[src/rtl/rf_pkg.sv]
// Shared definitions for the general-purpose register file: x86 register indices,
// the clear-sequencer state type and the select-to-byte-lane decode.
package rf_pkg;

  // 16-bit register indices
  localparam int AX = 0;
  localparam int CX = 1;
  localparam int DX = 2;
  localparam int BX = 3;
  localparam int SP = 4;
  localparam int BP = 5;
  localparam int SI = 6;
  localparam int DI = 7;

  // 8-bit register selects
  localparam int AL = 0;
  localparam int CL = 1;
  localparam int DL = 2;
  localparam int BL = 3;
  localparam int AH = 4;
  localparam int CH = 5;
  localparam int DH = 6;
  localparam int BH = 7;

  localparam int IDX_W = 8;

  localparam logic [1:0] LANE_LO   = 2'b01;
  localparam logic [1:0] LANE_HI   = 2'b10;
  localparam logic [1:0] LANE_FULL = 2'b11;

  typedef enum logic {
    CLEAR = 1'b0,
    READY = 1'b1
  } rf_state_t;

  typedef struct packed {
    logic [IDX_W-1:0] reg_idx;
    logic [1:0]       lane_mask;
  } lane_sel_t;

  // LANE_HI in 8-bit mode means bits [15:8]; LANE_FULL means the whole register.
  function automatic lane_sel_t byte_lane_of(input logic [IDX_W-1:0] sel, input logic is_8_bit);
    lane_sel_t r;
    if (is_8_bit) begin
      r.reg_idx   = {{(IDX_W-2){1'b0}}, sel[1:0]};
      r.lane_mask = sel[2] ? LANE_HI : LANE_LO;
    end else begin
      r.reg_idx   = sel;
      r.lane_mask = LANE_FULL;
    end
    return r;
  endfunction

endpackage

[src/rtl/rf_write_merge.sv]
// Next-state register array: current contents with every enabled write port merged in
// byte-lane by byte-lane; later ports override earlier ones on overlapping bytes.
module rf_write_merge
  import rf_pkg::*;
#(
  parameter int WIDTH    = 16,
  parameter int NUM_REGS = 8,
  parameter int NUM_WR   = 1,
  parameter int ADDR_W   = 3
) (
  input  logic [WIDTH-1:0]  gprs     [NUM_REGS],
  input  logic              wr_allow,
  input  logic              is_8_bit,
  input  logic [ADDR_W-1:0] wr_sel   [NUM_WR],
  input  logic [WIDTH-1:0]  wr_val   [NUM_WR],
  input  logic [NUM_WR-1:0] wr_en,
  output logic [WIDTH-1:0]  merged   [NUM_REGS]
);

  lane_sel_t        wr_lane [NUM_WR];
  logic [WIDTH-1:0] wr_mask [NUM_WR];
  logic [WIDTH-1:0] wr_data [NUM_WR];

  for (genvar gi = 0; gi < NUM_WR; gi++) begin : g_wr
    assign wr_lane[gi] = byte_lane_of(IDX_W'(wr_sel[gi]), is_8_bit);
    assign wr_mask[gi] = (wr_lane[gi].lane_mask == LANE_FULL) ? '1 :
                         (wr_lane[gi].lane_mask == LANE_HI)   ? WIDTH'(16'hFF00) :
                                                                WIDTH'(16'h00FF);
    // 8-bit data always arrives on [7:0] and is steered onto the addressed lane
    assign wr_data[gi] = (wr_lane[gi].lane_mask == LANE_FULL) ? wr_val[gi] :
                         (wr_lane[gi].lane_mask == LANE_HI)   ? WIDTH'({wr_val[gi][7:0], 8'h00}) :
                                                                WIDTH'(wr_val[gi][7:0]);
  end

  always_comb begin
    for (int r = 0; r < NUM_REGS; r++) begin
      merged[r] = gprs[r];
      for (int p = 0; p < NUM_WR; p++) begin
        if (wr_allow && wr_en[p] && (wr_lane[p].reg_idx == IDX_W'(r))) begin
          merged[r] = (merged[r] & ~wr_mask[p]) | (wr_data[p] & wr_mask[p]);
        end
      end
    end
  end

endmodule

[src/rtl/gpr_file_mp.sv]
// Multi-port GPR file with x86 8-bit lane addressing, write-to-read bypass through the
// merged next state, and a post-reset clear sequencer that zeroes one register per cycle.
module gpr_file_mp
  import rf_pkg::*;
#(
  parameter int WIDTH    = 16,
  parameter int NUM_REGS = 8,
  parameter int NUM_RD   = 2,
  parameter int NUM_WR   = 1,
  localparam int ADDR_W  = $clog2(NUM_REGS)
) (
  input  logic              clk,
  input  logic              reset,
  input  logic              is_8_bit,
  input  logic [ADDR_W-1:0] rd_sel [NUM_RD],
  output logic [WIDTH-1:0]  rd_val [NUM_RD],
  input  logic [ADDR_W-1:0] wr_sel [NUM_WR],
  input  logic [WIDTH-1:0]  wr_val [NUM_WR],
  input  logic [NUM_WR-1:0] wr_en,
  output logic [WIDTH-1:0]  taps   [NUM_REGS],
  output logic              busy
);

  rf_state_t        state;
  logic [ADDR_W-1:0] clr_idx;
  logic [WIDTH-1:0] gprs      [NUM_REGS];
  logic [WIDTH-1:0] merged    [NUM_REGS];
  logic [WIDTH-1:0] gprs_next [NUM_REGS];
  logic [WIDTH-1:0] rd_data   [NUM_RD];

  always_ff @(posedge clk) begin
    if (reset) begin
      state   <= CLEAR;
      clr_idx <= '0;
      busy    <= 1'b1;
    end else begin
      case (state)
        CLEAR: begin
          if (clr_idx == ADDR_W'(NUM_REGS - 1)) begin
            state <= READY;
            busy  <= 1'b0;
          end else begin
            clr_idx <= clr_idx + 1'b1;
          end
        end
        READY:   ;
        default: state <= CLEAR;
      endcase
    end
  end

  rf_write_merge #(
    .WIDTH   (WIDTH),
    .NUM_REGS(NUM_REGS),
    .NUM_WR  (NUM_WR),
    .ADDR_W  (ADDR_W)
  ) u_merge (
    .gprs    (gprs),
    .wr_allow(state == READY),
    .is_8_bit(is_8_bit),
    .wr_sel  (wr_sel),
    .wr_val  (wr_val),
    .wr_en   (wr_en),
    .merged  (merged)
  );

  // The register being cleared reads as zero in the same cycle it is cleared.
  always_comb begin
    gprs_next = merged;
    if (state == CLEAR) gprs_next[clr_idx] = '0;
  end

  always_ff @(posedge clk) begin
    if (!reset) gprs <= gprs_next;
  end

  for (genvar gi = 0; gi < NUM_RD; gi++) begin : g_rd
    lane_sel_t        rd_lane;
    logic [WIDTH-1:0] word;

    assign rd_lane = byte_lane_of(IDX_W'(rd_sel[gi]), is_8_bit);

    always_comb begin
      word = '0;
      for (int i = 0; i < NUM_REGS; i++) begin
        if (rd_lane.reg_idx == IDX_W'(i)) word = gprs_next[i];
      end
    end

    assign rd_data[gi] = (rd_lane.lane_mask == LANE_FULL) ? word :
                         (rd_lane.lane_mask == LANE_HI)   ? WIDTH'(word[15:8]) :
                                                            WIDTH'(word[7:0]);
  end

  always_ff @(posedge clk) begin
    if (reset) begin
      for (int i = 0; i < NUM_REGS; i++) taps[i] <= '0;
      for (int r = 0; r < NUM_RD; r++) rd_val[r] <= '0;
    end else begin
      taps <= gprs_next;
      for (int r = 0; r < NUM_RD; r++) rd_val[r] <= rd_data[r];
    end
  end

  // 8-bit mode only reaches AL..BH.
  always_ff @(posedge clk) begin
    if (!reset && is_8_bit) begin
      for (int p = 0; p < NUM_WR; p++) begin
        if (wr_en[p]) assert ((wr_sel[p] >> 3) == '0);
      end
      for (int r = 0; r < NUM_RD; r++) assert ((rd_sel[r] >> 3) == '0);
    end
  end

endmodule
[config.mk]
export PLATFORM = sky130hd
export DESIGN_NAME = gpr_file_mp
export DESIGN_NICKNAME = d
export VERILOG_FILES = /design/src/rtl/rf_pkg.sv /design/src/rtl/rf_write_merge.sv /design/src/rtl/gpr_file_mp.sv
export SDC_FILE = /design/constraint.sdc
export NUM_CORES = 1
export LEC_CHECK = 0
export CAP_MARGIN = 20
export CORE_MARGIN = 5
export CORE_UTILIZATION = 40
export CTS_CLUSTER_DIAMETER = 120
export DETAILED_ROUTE_END_ITERATION = 10
export SLEW_MARGIN = 30
export SYNTH_ARGS = -nofsm -noshare
export SYNTH_HDL_FRONTEND = slang
export SYNTH_SLANG_ARGS = --single-unit
[constraint.sdc]
create_clock -name clk -period 8.2 [get_ports clk]
set_input_delay 1.64 -clock clk [delete_from_list [all_inputs] [get_ports clk]]
set_output_delay 1.64 -clock clk [all_outputs]
set_load 0.02 [all_outputs]
* Word-level counts from Yosys, hierarchy flattened
Cells that the tools add are included.
W data, S select, Z words.
** Storage, ports and cells
- Flip-flop bits (word level) :: 293
- Input bits :: 29
** Operators by class
- Add/sub/neg operators :: 1
- Magnitude comparators :: 2
- Equality and inequality tests :: 28
- Multiplexer cells :: 43
- Bitwise gates (word level) :: 23
- Reductions and logical operators :: 15
** Operators with widths (count)
- $mux W16 :: 31
- $and A16 B16 Y16 :: 9
- $and A128 B128 Y128 :: 1
- $mux W128 :: 1
- $not A128 Y128 :: 1
- $or A16 B16 Y16 :: 8
- $eq A8 B3 Y1 const B :: 8
- $demux W16 S3 :: 1
- $eq A8 B2 Y1 const B :: 4
- $logic_not A8 Y1 :: 3
- $eq A8 B1 Y1 const B :: 2
- $mux W8 :: 2
- $not A16 Y16 :: 1
- $eq A3 B3 Y1 const B :: 5
- $mux W5 :: 3
- $eq A2 B2 Y1 const B :: 6
- $logic_and A1 B1 Y1 :: 10
- $eq A3 B2 Y1 const B :: 2
- $mux W2 :: 3
- $ge A4 B4 Y1 const B :: 1
- $lt A4 B1 Y1 const B :: 1
- $not A3 Y4 :: 1
- $reduce_and A2 Y1 :: 2
- $add A3 B1 Y3 const B :: 1
- other kinds (3) :: 5

* Logic depth before layout (Yosys ltp)
- Depth after elaboration :: 21
- Mapped depth :: 11
- Mapped depth without buffers :: 8

* Hierarchy
Synthesis repeated with hierarchy kept, for this count alone.
** Unflattened totals
- Cell total of the unflattened synthesis :: 1319
- Area, all modules :: 13451.7 µm²
** Modules (own cells, without submodules)
- gpr_file_mp :: times used 1, cells an instance 1106, area an instance 11549.8 µm², seq. area each 7146.9 µm²
- rf_write_merge :: times used 1, cells an instance 213, area an instance 1901.8 µm², seq. area each 0.0 µm²

* Worst setup path after synthesis
OpenSTA, ideal clock, no wires.
- Path type :: input to register
- From :: in reset
- To :: reg rd_val[5] in the netlist's numbering
- Setup time :: 0.077 ns
- Arrival :: 6.282 ns
- Required time :: 8.123 ns
- Slack :: 1.841 ns
- Cell stages on the path :: 4
- Cell sequence :: inv_1 > clkbuf_1 > clkbuf_1 > o221a_2
** RTL lines
- start, declared :: line gpr_file_mp.sv:13 : input logic reset,
- end, declared :: line gpr_file_mp.sv:16 : output logic [WIDTH-1:0] rd_val [NUM_RD],
No word-level cell between the ends.

==> results.json <==
{
  "timing.critical_path.mode_cell": "nor2_1",
  "antenna_found_initial": 1,
  "num-fill-cells": 3167,
  "synthMuxAreaShare_pct": 2.61,
  "wirelength_mm": 63.8,
  "gp_congestion": 1.02,
  "final.min_clock_period_ns": 4.87,
  "synth_top_area_share_pct": 28.7,
  "path_clk_slew_ns": 0.06,
  "endpoint_kind": "flop",
  "drc": 0,
  "fin_util_pct": 50.3,
  "drtIter0Drc": 1776,
  "clk_latency_ns": 0.53,
  "relSlewSlack_pct": 31.3,
  "cts_tree": "done",
  "cts_hold_buf": 0,
  "finalMaxSlewViolations": 0,
  "synthAdderAreaFrac_pct": 0.187,
  "clock_sinks": 293,
  "cp.required_ns": 8.59,
  "synth_xor_area_share_pct": 0.187,
  "rsz0062_at_grt": "no",
  "synth_area_um2": 13400,
  "synth-edff-count": 128,
  "regArea_um2": 7150,
  "grt_remaining_overflow": 0,
  "clockBufferDepth": 3,
  "multi_input_area_um2": 5560,
  "hold_slack_ns": 0.471,
  "start_kind": "input port",
  "drive_above_1_share_pct": 9.06,
  "seq_area_frac_synth_pct": 53.4,
  "async_flop_share_pct": 0,
  "top_layer_used": "met4",
  "grt_pass1_vias": 12205,
  "hp-class": "flop to flop",
  "finalNonFillerCells": 1993,
  "antenna_left": 0,
  "cts_resized": 0,
  "synth_seq_cells": 293,
  "tightest_slew_ns": 1.02,
  "nNetsFinal": 1552,
  "grt_pass1_wl_mm": 88.8,
  "grt.total_usage_pct": 33.5,
  "synth-compound-area-share_pct": 18.1,
  "crit_family": "simple AND/OR/NAND/NOR gates",
  "clock_skew_ns": 0.0297,
  "wl_met1_mm": 25.6,
  "ios": 190,
  "start_util_pct": 40.2,
  "power.density_nw_per_um2": 241,
  "status": "complete, no violations",
  "setup-tns-final_ns": 0,
  "hold_violations": 0,
  "synth_area_leaders": "edfxtp_1, dfxtp_1, nor2_1",
  "cts_max_level": 2,
  "root_buffer": "clkbuf_16",
  "via_per_inst": 6.32,
  "synth_nets": 1397,
  "cp_num_buf_inv": 1,
  "crit_chain": "clkdlybuf4s50_1 > nand4_2 > nor2_1 > nor2_1 > a211oi_1 > mux4_2 > nand3_1 > o31ai_1",
  "dp.cells": 1933,
  "criticalPathCategory": "input port to flop",
  "setup_ws_ns": 3.33,
  "yosysTopAreaCell": "edfxtp_1",
  "die_y_um": 193,
  "ys_types": 95,
  "cp_slowest_cell": "nor2_1",
  "die_area_um2": 37200,
  "fp.dieW_um": 193,
  "max_freq_mhz": 205,
  "grt_max_degree": 93,
  "synth_top_family_by_area": "simple AND/OR/NAND/NOR gates",
  "drt_first_pass_iters": 7,
  "avgSynthCellArea_um2": 9.80,
  "setup_viol": 0,
  "vias": 12603,
  "cts_buffers": 34,
  "yosys.area_share.simple_pct": 20.4,
  "postCtsSetupBuffers": 0,
  "io_buffers": 189,
  "placementRows": 67,
  "diodes": 0,
  "cp.arrival_ns": 5.26,
  "crit_fanout": 12,
  "syn_inst": 1366,
  "core-area_um2": 33300,
  "ys_warn_count": 0,
  "cap_violations": 0,
  "dp_slack_ns": 2.57,
  "synth_flop_cell": "dfxtp_1",
  "fin_crit_sh_pct": 59.4,
  "p_leak_nw": 6.45,
  "met2_length_mm": 26.9,
  "peakVddDrop_mv": 0.129,
  "hpwl_mm": 46.1,
  "crit_path_max_incr_delay_ns": 0.93,
  "met3_length_mm": 7.09,
  "syn2layout_area_growth_pct": 25.0,
  "wl_per_cell_um": 32.0
}
sequential cells by signal, summed over array words and instances (netlist names):
signal   count
busy         1
state        1
taps       128
clr_idx      3
rd_val      32
gprs       128
tightest hold or removal path, cell delays in order (launching register included):
cell     delay (ns)
dfxtp_1        0.31
o21ai_0        0.07
nand2_1        0.05
cells in the mapped netlist, types with 7 or more instances:
master	instances
a21oi_1	73
nor2_1	176
o22ai_1	19
o221ai_1	10
o31ai_1	15
and2_1	40
buf_2	35
a22o_1	7
nand3_1	42
a22oi_1	33
and3_1	20
dfxtp_1	165
a221oi_1	13
a21o_1	15
nand2_1	117
a31oi_1	27
nor3_1	46
o32ai_1	7
edfxtp_1	128
inv_1	46
a211oi_1	15
clkbuf_1	53
buf_4	7
nand4_1	11
o211ai_1	10
nand2b_1	10
mux2i_1	18
o21ai_0	57
final timing paths:
kind | to | start | depth (start not counted) | slack (ns)
setup / recovery | rd_val[31] | wr_sel[1] | 8 | 3.33
hold / removal | busy | busy | 2 | 0.47
setup reg to reg | rd_val[31] | state | 8 | 4.61
hold reg to reg | busy | busy | 2 | 0.47
final cells by class:
type | count | area share [%]
clock inverters | 11 | 0.718
well taps | 448 | 3.35
inverters | 50 | 1.15
multi-input cells | 920 | 33.2
clock buffers | 49 | 6.11
repair buffers | 222 | 12.7
flip-flops and latches | 293 | 42.7
per-stage QoR:
stage          area, um2  total power, mW
6_report           16700             4.04
5_1_grt            16700             4.15
4_1_cts            16700             4.04
3_5_place_dp       15600             2.49
3_3_place_gp       15600             2.49
2_1_floorplan      13400             2.12
power by group:
part	switching (mW)	internal [mW]	leakage, nW
Clock	0.619	0.935	0.554
Sequential	0.0472	1.66	2.64
Combinational	0.523	0.259	3.25
Total	1.19	2.85	6.45
cells in the final DEF (no fill, tap or decap), drive strengths merged, types with 36 or more instances in the layout:
master	n
a21oi	74
and2	40
buf	36
clkbuf	49
clkdlybuf4s50	186
dfxtp	165
edfxtp	128
inv	50
nand2	122
nand3	43
nor2	183
nor3	48
o21ai	61
routing by layer:
layer / vias to the layer above / GRT usage, %
met4: 0 / 18.1
met3: 192 / 8.45
met1: 6125 / 45.6
met5: - / 0
li1: 5339 / -
met2: 947 / 49.1
kinds of logic (layout without fill, tap and decap cells):
| family | after synthesis | after routing |
|---|---|---|
| and+or+nand+nor | 533 | 533 |
| adders and majority gates | 2 | 2 |
| AOI/OAI and AO/OA | 356 | 356 |
| xor gates and xnor gates | 2 | 2 |
| DFF | 293 | 293 |
| buffers and inverters | 153 | 332 |
| muxes | 27 | 27 |
No activity file was read; power rests on OpenSTA's default activity.
